**src/rtl/boxcar_decimator_pkg.sv**
```systemverilog
// Shared constants and helpers for the boxcar decimator slice.
package boxcar_decimator_pkg;

  localparam int DEF_WIDTH    = 16;
  localparam int DEF_LOG2_MAX = 10;

  function automatic logic [7:0] clamp_exp(input logic [7:0] req, input logic [7:0] max_exp);
    if (req > max_exp) begin
      return max_exp;
    end else begin
      return req;
    end
  endfunction

endpackage

```
**src/rtl/boxcar_decimator_if.sv**
```systemverilog
// Sample-stream bus between the upstream filter side and the boxcar decimator.
interface boxcar_decimator_if #(
  parameter int WIDTH    = 16,
  parameter int LOG2_MAX = 10,
  localparam int NW      = $clog2(LOG2_MAX + 1)
) ();

  logic [WIDTH-1:0]  data_i;
  logic              valid_i;
  logic [NW-1:0]     log2_n_i;
  logic              clear_i;
  logic [WIDTH-1:0]  data_o;
  logic              valid_o;
  logic [LOG2_MAX:0] fill_o;

  modport master (
    output data_i, valid_i, log2_n_i, clear_i,
    input  data_o, valid_o, fill_o
  );

  modport slave (
    input  data_i, valid_i, log2_n_i, clear_i,
    output data_o, valid_o, fill_o
  );

endinterface

```
**src/rtl/boxcar_decimator_window_counter.sv**
```systemverilog
// Window length latch and sample counter; flags the first and last sample of each window.
module window_counter
  import boxcar_decimator_pkg::*;
#(
  parameter int LOG2_MAX = DEF_LOG2_MAX,
  localparam int NW      = $clog2(LOG2_MAX + 1),
  localparam int CW      = LOG2_MAX + 1
) (
  input  logic          clk_i,
  input  logic          rst_i,
  input  logic          valid_i,
  input  logic          clear_i,
  input  logic [NW-1:0] log2_n_i,
  output logic          start_o,
  output logic          last_o,
  output logic [NW-1:0] n_o,
  output logic [CW-1:0] cnt_o
);

  logic [CW-1:0] cnt_r;
  logic [NW-1:0] n_r;
  logic [NW-1:0] req_s;
  logic [NW-1:0] n_eff_s;
  logic [CW-1:0] term_s;
  logic          accept_s;
  logic          start_s;
  logic          last_s;

  // Exponent in force for this sample: freshly latched at a window start, else the held one
  always_comb begin
    req_s    = NW'(clamp_exp(8'(log2_n_i), 8'(LOG2_MAX)));
    accept_s = valid_i & ~clear_i;
    start_s  = accept_s && (cnt_r == {CW{1'b0}});
    if (start_s) begin
      n_eff_s = req_s;
    end else begin
      n_eff_s = n_r;
    end
    term_s = ({{(CW-1){1'b0}}, 1'b1} << n_eff_s) - {{(CW-1){1'b0}}, 1'b1};
    last_s = accept_s && (cnt_r == term_s);
  end

  // Counter and exponent registers; clear flushes the partial window
  always_ff @(posedge clk_i) begin
    if (rst_i) begin
      cnt_r <= {CW{1'b0}};
      n_r   <= {NW{1'b0}};
    end else if (clear_i) begin
      cnt_r <= {CW{1'b0}};
    end else if (valid_i) begin
      if (start_s) begin
        n_r <= req_s;
      end
      if (last_s) begin
        cnt_r <= {CW{1'b0}};
      end else begin
        cnt_r <= cnt_r + {{(CW-1){1'b0}}, 1'b1};
      end
    end
  end

  assign start_o = start_s;
  assign last_o  = last_s;
  assign n_o     = n_eff_s;
  assign cnt_o   = cnt_r;

endmodule

```
**src/rtl/boxcar_decimator.sv**
```systemverilog
// Decimating boxcar averager: sums 2^N valid samples and emits their floor-mean with a strobe.
module boxcar_decimator
  import boxcar_decimator_pkg::*;
#(
  parameter int WIDTH    = DEF_WIDTH,
  parameter int LOG2_MAX = DEF_LOG2_MAX
) (
  input  logic             clk_i,
  input  logic             rst_i,
  boxcar_decimator_if.slave bus
);

  localparam int NW = $clog2(LOG2_MAX + 1);
  localparam int AW = WIDTH + LOG2_MAX;

  logic                 start_s;
  logic                 last_s;
  logic [NW-1:0]        n_s;
  logic [LOG2_MAX:0]    cnt_s;
  logic signed [AW-1:0] acc_r;
  logic signed [AW-1:0] base_s;
  logic signed [AW-1:0] sum_s;
  logic [WIDTH-1:0]     mean_s;
  logic [WIDTH-1:0]     data_r;
  logic                 valid_r;

  window_counter #(.LOG2_MAX(LOG2_MAX)) u_window_counter (
    .clk_i    (clk_i),
    .rst_i    (rst_i),
    .valid_i  (bus.valid_i),
    .clear_i  (bus.clear_i),
    .log2_n_i (bus.log2_n_i),
    .start_o  (start_s),
    .last_o   (last_s),
    .n_o      (n_s),
    .cnt_o    (cnt_s)
  );

  // Running sum; a window start never inherits a stale partial sum
  always_comb begin
    if (start_s) begin
      base_s = {AW{1'b0}};
    end else begin
      base_s = acc_r;
    end
    sum_s  = base_s + $signed({{LOG2_MAX{bus.data_i[WIDTH-1]}}, bus.data_i});
    mean_s = WIDTH'(sum_s >>> n_s);
  end

  // Accumulator and output registers; clear outranks window completion
  always_ff @(posedge clk_i) begin
    if (rst_i) begin
      acc_r   <= {AW{1'b0}};
      data_r  <= {WIDTH{1'b0}};
      valid_r <= 1'b0;
    end else if (bus.clear_i) begin
      acc_r   <= {AW{1'b0}};
      valid_r <= 1'b0;
    end else if (bus.valid_i) begin
      if (last_s) begin
        acc_r   <= {AW{1'b0}};
        data_r  <= mean_s;
        valid_r <= 1'b1;
      end else begin
        acc_r   <= sum_s;
        valid_r <= 1'b0;
      end
    end else begin
      valid_r <= 1'b0;
    end
  end

  assign bus.data_o  = data_r;
  assign bus.valid_o = valid_r;
  assign bus.fill_o  = cnt_s;

endmodule

```
**src/flat_wrapper.sv**
```systemverilog
// flat-port wrapper written by rule: the top's interface ports become plain ports
module boxcar_decimator_flat import boxcar_decimator_pkg::*;
#(
  parameter int WIDTH    = DEF_WIDTH,
  parameter int LOG2_MAX = DEF_LOG2_MAX
)
  (clk_i, rst_i, bus_data_i, bus_valid_i, bus_log2_n_i, bus_clear_i, bus_data_o, bus_valid_o, bus_fill_o);
  boxcar_decimator_if #(.WIDTH(WIDTH), .LOG2_MAX(LOG2_MAX)) bus_i ();
  input  logic clk_i;
  input  logic rst_i;
  input wire logic [$bits(bus_i.data_i)-1:0] bus_data_i;
  input wire logic [$bits(bus_i.valid_i)-1:0] bus_valid_i;
  input wire logic [$bits(bus_i.log2_n_i)-1:0] bus_log2_n_i;
  input wire logic [$bits(bus_i.clear_i)-1:0] bus_clear_i;
  output wire logic [$bits(bus_i.data_o)-1:0] bus_data_o;
  output wire logic [$bits(bus_i.valid_o)-1:0] bus_valid_o;
  output wire logic [$bits(bus_i.fill_o)-1:0] bus_fill_o;
  assign bus_i.data_i = bus_data_i;
  assign bus_i.valid_i = bus_valid_i;
  assign bus_i.log2_n_i = bus_log2_n_i;
  assign bus_i.clear_i = bus_clear_i;
  assign bus_data_o = bus_i.data_o;
  assign bus_valid_o = bus_i.valid_o;
  assign bus_fill_o = bus_i.fill_o;
  boxcar_decimator #(.WIDTH(WIDTH), .LOG2_MAX(LOG2_MAX)) u_core (.clk_i(clk_i), .rst_i(rst_i), .bus(bus_i));
endmodule
```
**config.mk**
```make
export PLATFORM = sky130hd
export DESIGN_NAME = boxcar_decimator_flat
export DESIGN_NICKNAME = d
export VERILOG_FILES = /design/src/rtl/boxcar_decimator_pkg.sv /design/src/rtl/boxcar_decimator_if.sv /design/src/rtl/boxcar_decimator_window_counter.sv /design/src/rtl/boxcar_decimator.sv /design/src/flat_wrapper.sv
export SDC_FILE = /design/constraint.sdc
export NUM_CORES = 1
export LEC_CHECK = 0
export ABC_AREA = 1
export CORE_MARGIN = 2
export CORE_UTILIZATION = 30
export CTS_BUF_LIST = sky130_fd_sc_hd__clkbuf_2
export CTS_CLUSTER_SIZE = 10
export DETAILED_ROUTE_END_ITERATION = 8
export SYNTH_ARGS = -nofsm -noshare
export SYNTH_HDL_FRONTEND = slang
export SYNTH_SLANG_ARGS = --single-unit
```
**constraint.sdc**
```tcl
create_clock -name clk_i -period 3.85 [get_ports clk_i]
set_input_delay 0.5775 -clock clk_i [delete_from_list [all_inputs] [get_ports clk_i]]
set_output_delay 0.5775 -clock clk_i [all_outputs]
set_load 0.01 [all_outputs]
```
==> run metrics <==
1st-pass router iterations=7; most frequent cells in the layout=329 x nand2_1, 156 x nand3_1, 127 x inv_1; number of routed nets with antenna violations=0; slowest CP cell=dfxtp_1; RSZ-0062 raised after global routing=no; Syn Inst Count=approximately 1000; combined area of the multi-input logic cells=between 0.003 and 0.004 mm^2; Post-synth top flop=dfxtp_1; CTS buffer count=9; main combinational cell family by area after synthesis=simple AND/OR/NAND/NOR gates; worst stage delay on the critical path=around 0.34 ns; nets@finish=1236; class of the worst hold path=reg -> reg; Synth Area in Simple Gates=50.1%; adder-cell share of the synthesized area=about 6.5%; Placement Setup Slack=-0.288 ns; Buffers on Ports=around 50; n_diodes=0; Die Y=between 100 and 150 um; Comb power frac=44.9%; Detailed Route Iter0 Violations=~450; DR WL/cell=between 10 and 15 um; die width=roughly 140 um; Final HPWL DP=approximately 16 mm; maximum clock frequency=~290 MHz; Synth cell types=37; clock sinks=58; setup TNS=0 ns; Crit path required time=roughly 4.3 ns; Post-route DRC=0; vias=6921; mux cell area share after synthesis=less than 1%; Worst-Skew Late Latency=~0.55 ns; final slew viol count=0; total wire length=between 15 and 20 mm; Async SR Flop Fraction=0%; Area contributors post-synth=nand2_1 22%, dfxtp_1 20%, nand3_1 14%, inv_1 8.4%, nor2_1 7.1%; yosys warns=0; final hold vios=0; Syn Area/Cell=5.53 um^2; Cell Pwr Density=232 mW/mm^2; clk slew on worst S/H paths=0.16 ns; Synth area leader=nand2_1; # setup viols final=0; register share of total power=36.1%; Max Cap Viol=0; H-tree depth=3; initial antenna violation count=0; DR vias/cell=a little under 5; layout cells sized above 1=approximately 14%; row count=50; Switching Fraction=between 40% and 50%; Crit Path Max Fanout=20; Total GRT Usage=between 20% and 30%; full die area=around 0.02 mm^2; critical setup path kind=reg -> reg; fin crit period=between 3 and 4 ns; routability-driven placement congestion ratio=0.898; Compound-Gate Fraction of Synth Area=a little under a tenth; CP startpoint kind=flip-flop; largest net degree at the start of global routing=38; cell internal pwr=0.00101 W; run status=complete, no violations; Netlist Area Pre-Place=around 0.0057 mm^2; Clock Skew=between 0.02 and 0.025 ns; filler cell count=2073; Post-synth EDFFs=0; leakage power=3.72 nW; worst setup margin=0.376 ns; TritonCTS clock tree=built; number of synthesized register bits=a little under 60; vias in the first global route=6677; Register Area=around 0.0012 mm^2; crit share post-route=between 90% and 100%; headroom to the max-slew limit=about two fifths; Most common cell on crit path=nand2_1; Hold Buf Count CTS=0; Area Growth Syn to Fin=29.5%; sequential share of the synthesized area=20.3%; Tightest Pin Transition=roughly 0.9 ns; syn nets=1089; clock share of power=a little under a fifth; Starting Density=between 30% and 40%; total gr overflow=0; CTS Buffer Depth=2; post-synth top area share=21.7%; XOR/XNOR Fraction of Synth Area=2.29%; first-pass GRT wire length=32.4 mm; Crit. End Element=flip-flop; WP data arrival=a little under 4 ns; core area=about 0.019 mm^2; I/O pins=52; commonest non-fill, non-tap cell in the layout=nand2_1; VDD IR-drop max=between 100 and 150 uV; Root Buffer=clkbuf_2; P_sw=0.000718 W
[synth_stat cells, types with 4 or more instances]
cell and n:
a21oi_1 65, buf_1 8, buf_2 8, clkbuf_1 12
dfxtp_1 58, ha_1 28, inv_1 128, inv_2 8
nand2_1 331, nand2_2 6, nand3_1 157, nand4_1 22
nor2_1 108, nor2_2 8, nor3_1 18, o21ai_0 25
o21ai_1 4, xnor2_1 5, xor2_1 10
[final timing paths]
path,end,start,slack [ns],cells after the start
hold reg to reg,u_core.acc_r[4]$_SDFFE_PP0P_,u_core.acc_r[4]$_SDFFE_PP0P_,0.48,2
setup / recovery,u_core.bus.data_o[15]$_SDFFE_PP0P_,u_core.u_window_counter.cnt_o[0]$_SDFFE_PP0P_,0.38,25
hold / removal,u_core.acc_r[4]$_SDFFE_PP0P_,u_core.acc_r[4]$_SDFFE_PP0P_,0.48,2
setup reg to reg,u_core.bus.data_o[15]$_SDFFE_PP0P_,u_core.u_window_counter.cnt_o[0]$_SDFFE_PP0P_,0.38,25
[metal layers]
metal,track usage [%],vias up,routed length [um]
li1,-,3625,-
met1,25.0,3099,8780
met2,35.6,172,9510
met3,3.20,25,944
met4,5.79,0,385
met5,0,-,0
[power groups by stage]
stage | Combinational, W | Clock, W | Sequential [W]
2_1_floorplan | 0.000476 | 0 | 0.000634
3_3_place_gp | 0.000765 | 0 | 0.000635
3_5_place_dp | 0.000766 | 0 | 0.000635
4_1_cts | 0.000770 | 0.000340 | 0.000623
5_1_grt | 0.000872 | 0.000366 | 0.000625
6_report | 0.000773 | 0.000328 | 0.000623
[final cells by class]
type / instances / share of cell area, %
Multi-Input combinational cell: 809 / 52.9
Timing Repair Buffer: 167 / 19.4
Sequential cell: 58 / 15.6
Inverter: 138 / 7.01
Tap cell: 234 / 3.94
Clock buffer: 11 / 0.741
Clock inverter: 4 / 0.270
[logic make-up (layout without fill, tap and decap cells)]
family,count (synthesis),in the layout
flip-flops,58,58
multiplexers,1,1
AND/OR/NAND/NOR,663,663
AO/OA/AOI/OAI,101,101
buffers and inverters,169,320
XOR/XNOR,15,15
adder cells (fa/ha/maj),29,29
[sequential cells by signal, summed over array words and instances (netlist names)]
register,count
u_core.u_window_counter.cnt_o,11
u_core.u_window_counter.n_r,4
u_core.acc_r,26
u_core.bus.data_o,16
u_core.bus.valid_o,1
[worst max-delay path, delay by kind of cell, from the launching register on]
kind / cells / cell delay [ns]
compound gates: 1 / 0.17
buf+inv: 5 / 0.64
fa+ha+maj: 2 / 0.52
flops: 1 / 0.34
simple gates: 17 / 1.71
[timing repair]
item | 4_1_cts | 5_1_grt
setup endpoints to repair | 0 | 17
resized for setup | 0 | 9
buffers inserted | 0 | 1
[metrics by stage]
step           cells  power [W]  utilization (%)  hold slack, ns  instance area, um^2
6_report        1421    0.00172             39.7           0.477                 7420
5_1_grt         1421    0.00186             39.7           0.496                 7420
4_1_cts         1420    0.00173             39.5           0.477                 7400
3_5_place_dp    1405    0.00140             39.1           0.456                 7320
3_3_place_gp    1405    0.00140             39.1           0.453                 7320
2_1_floorplan   1036    0.00111                -           0.445                 5730
No activity file was read; power rests on OpenSTA's default activity.
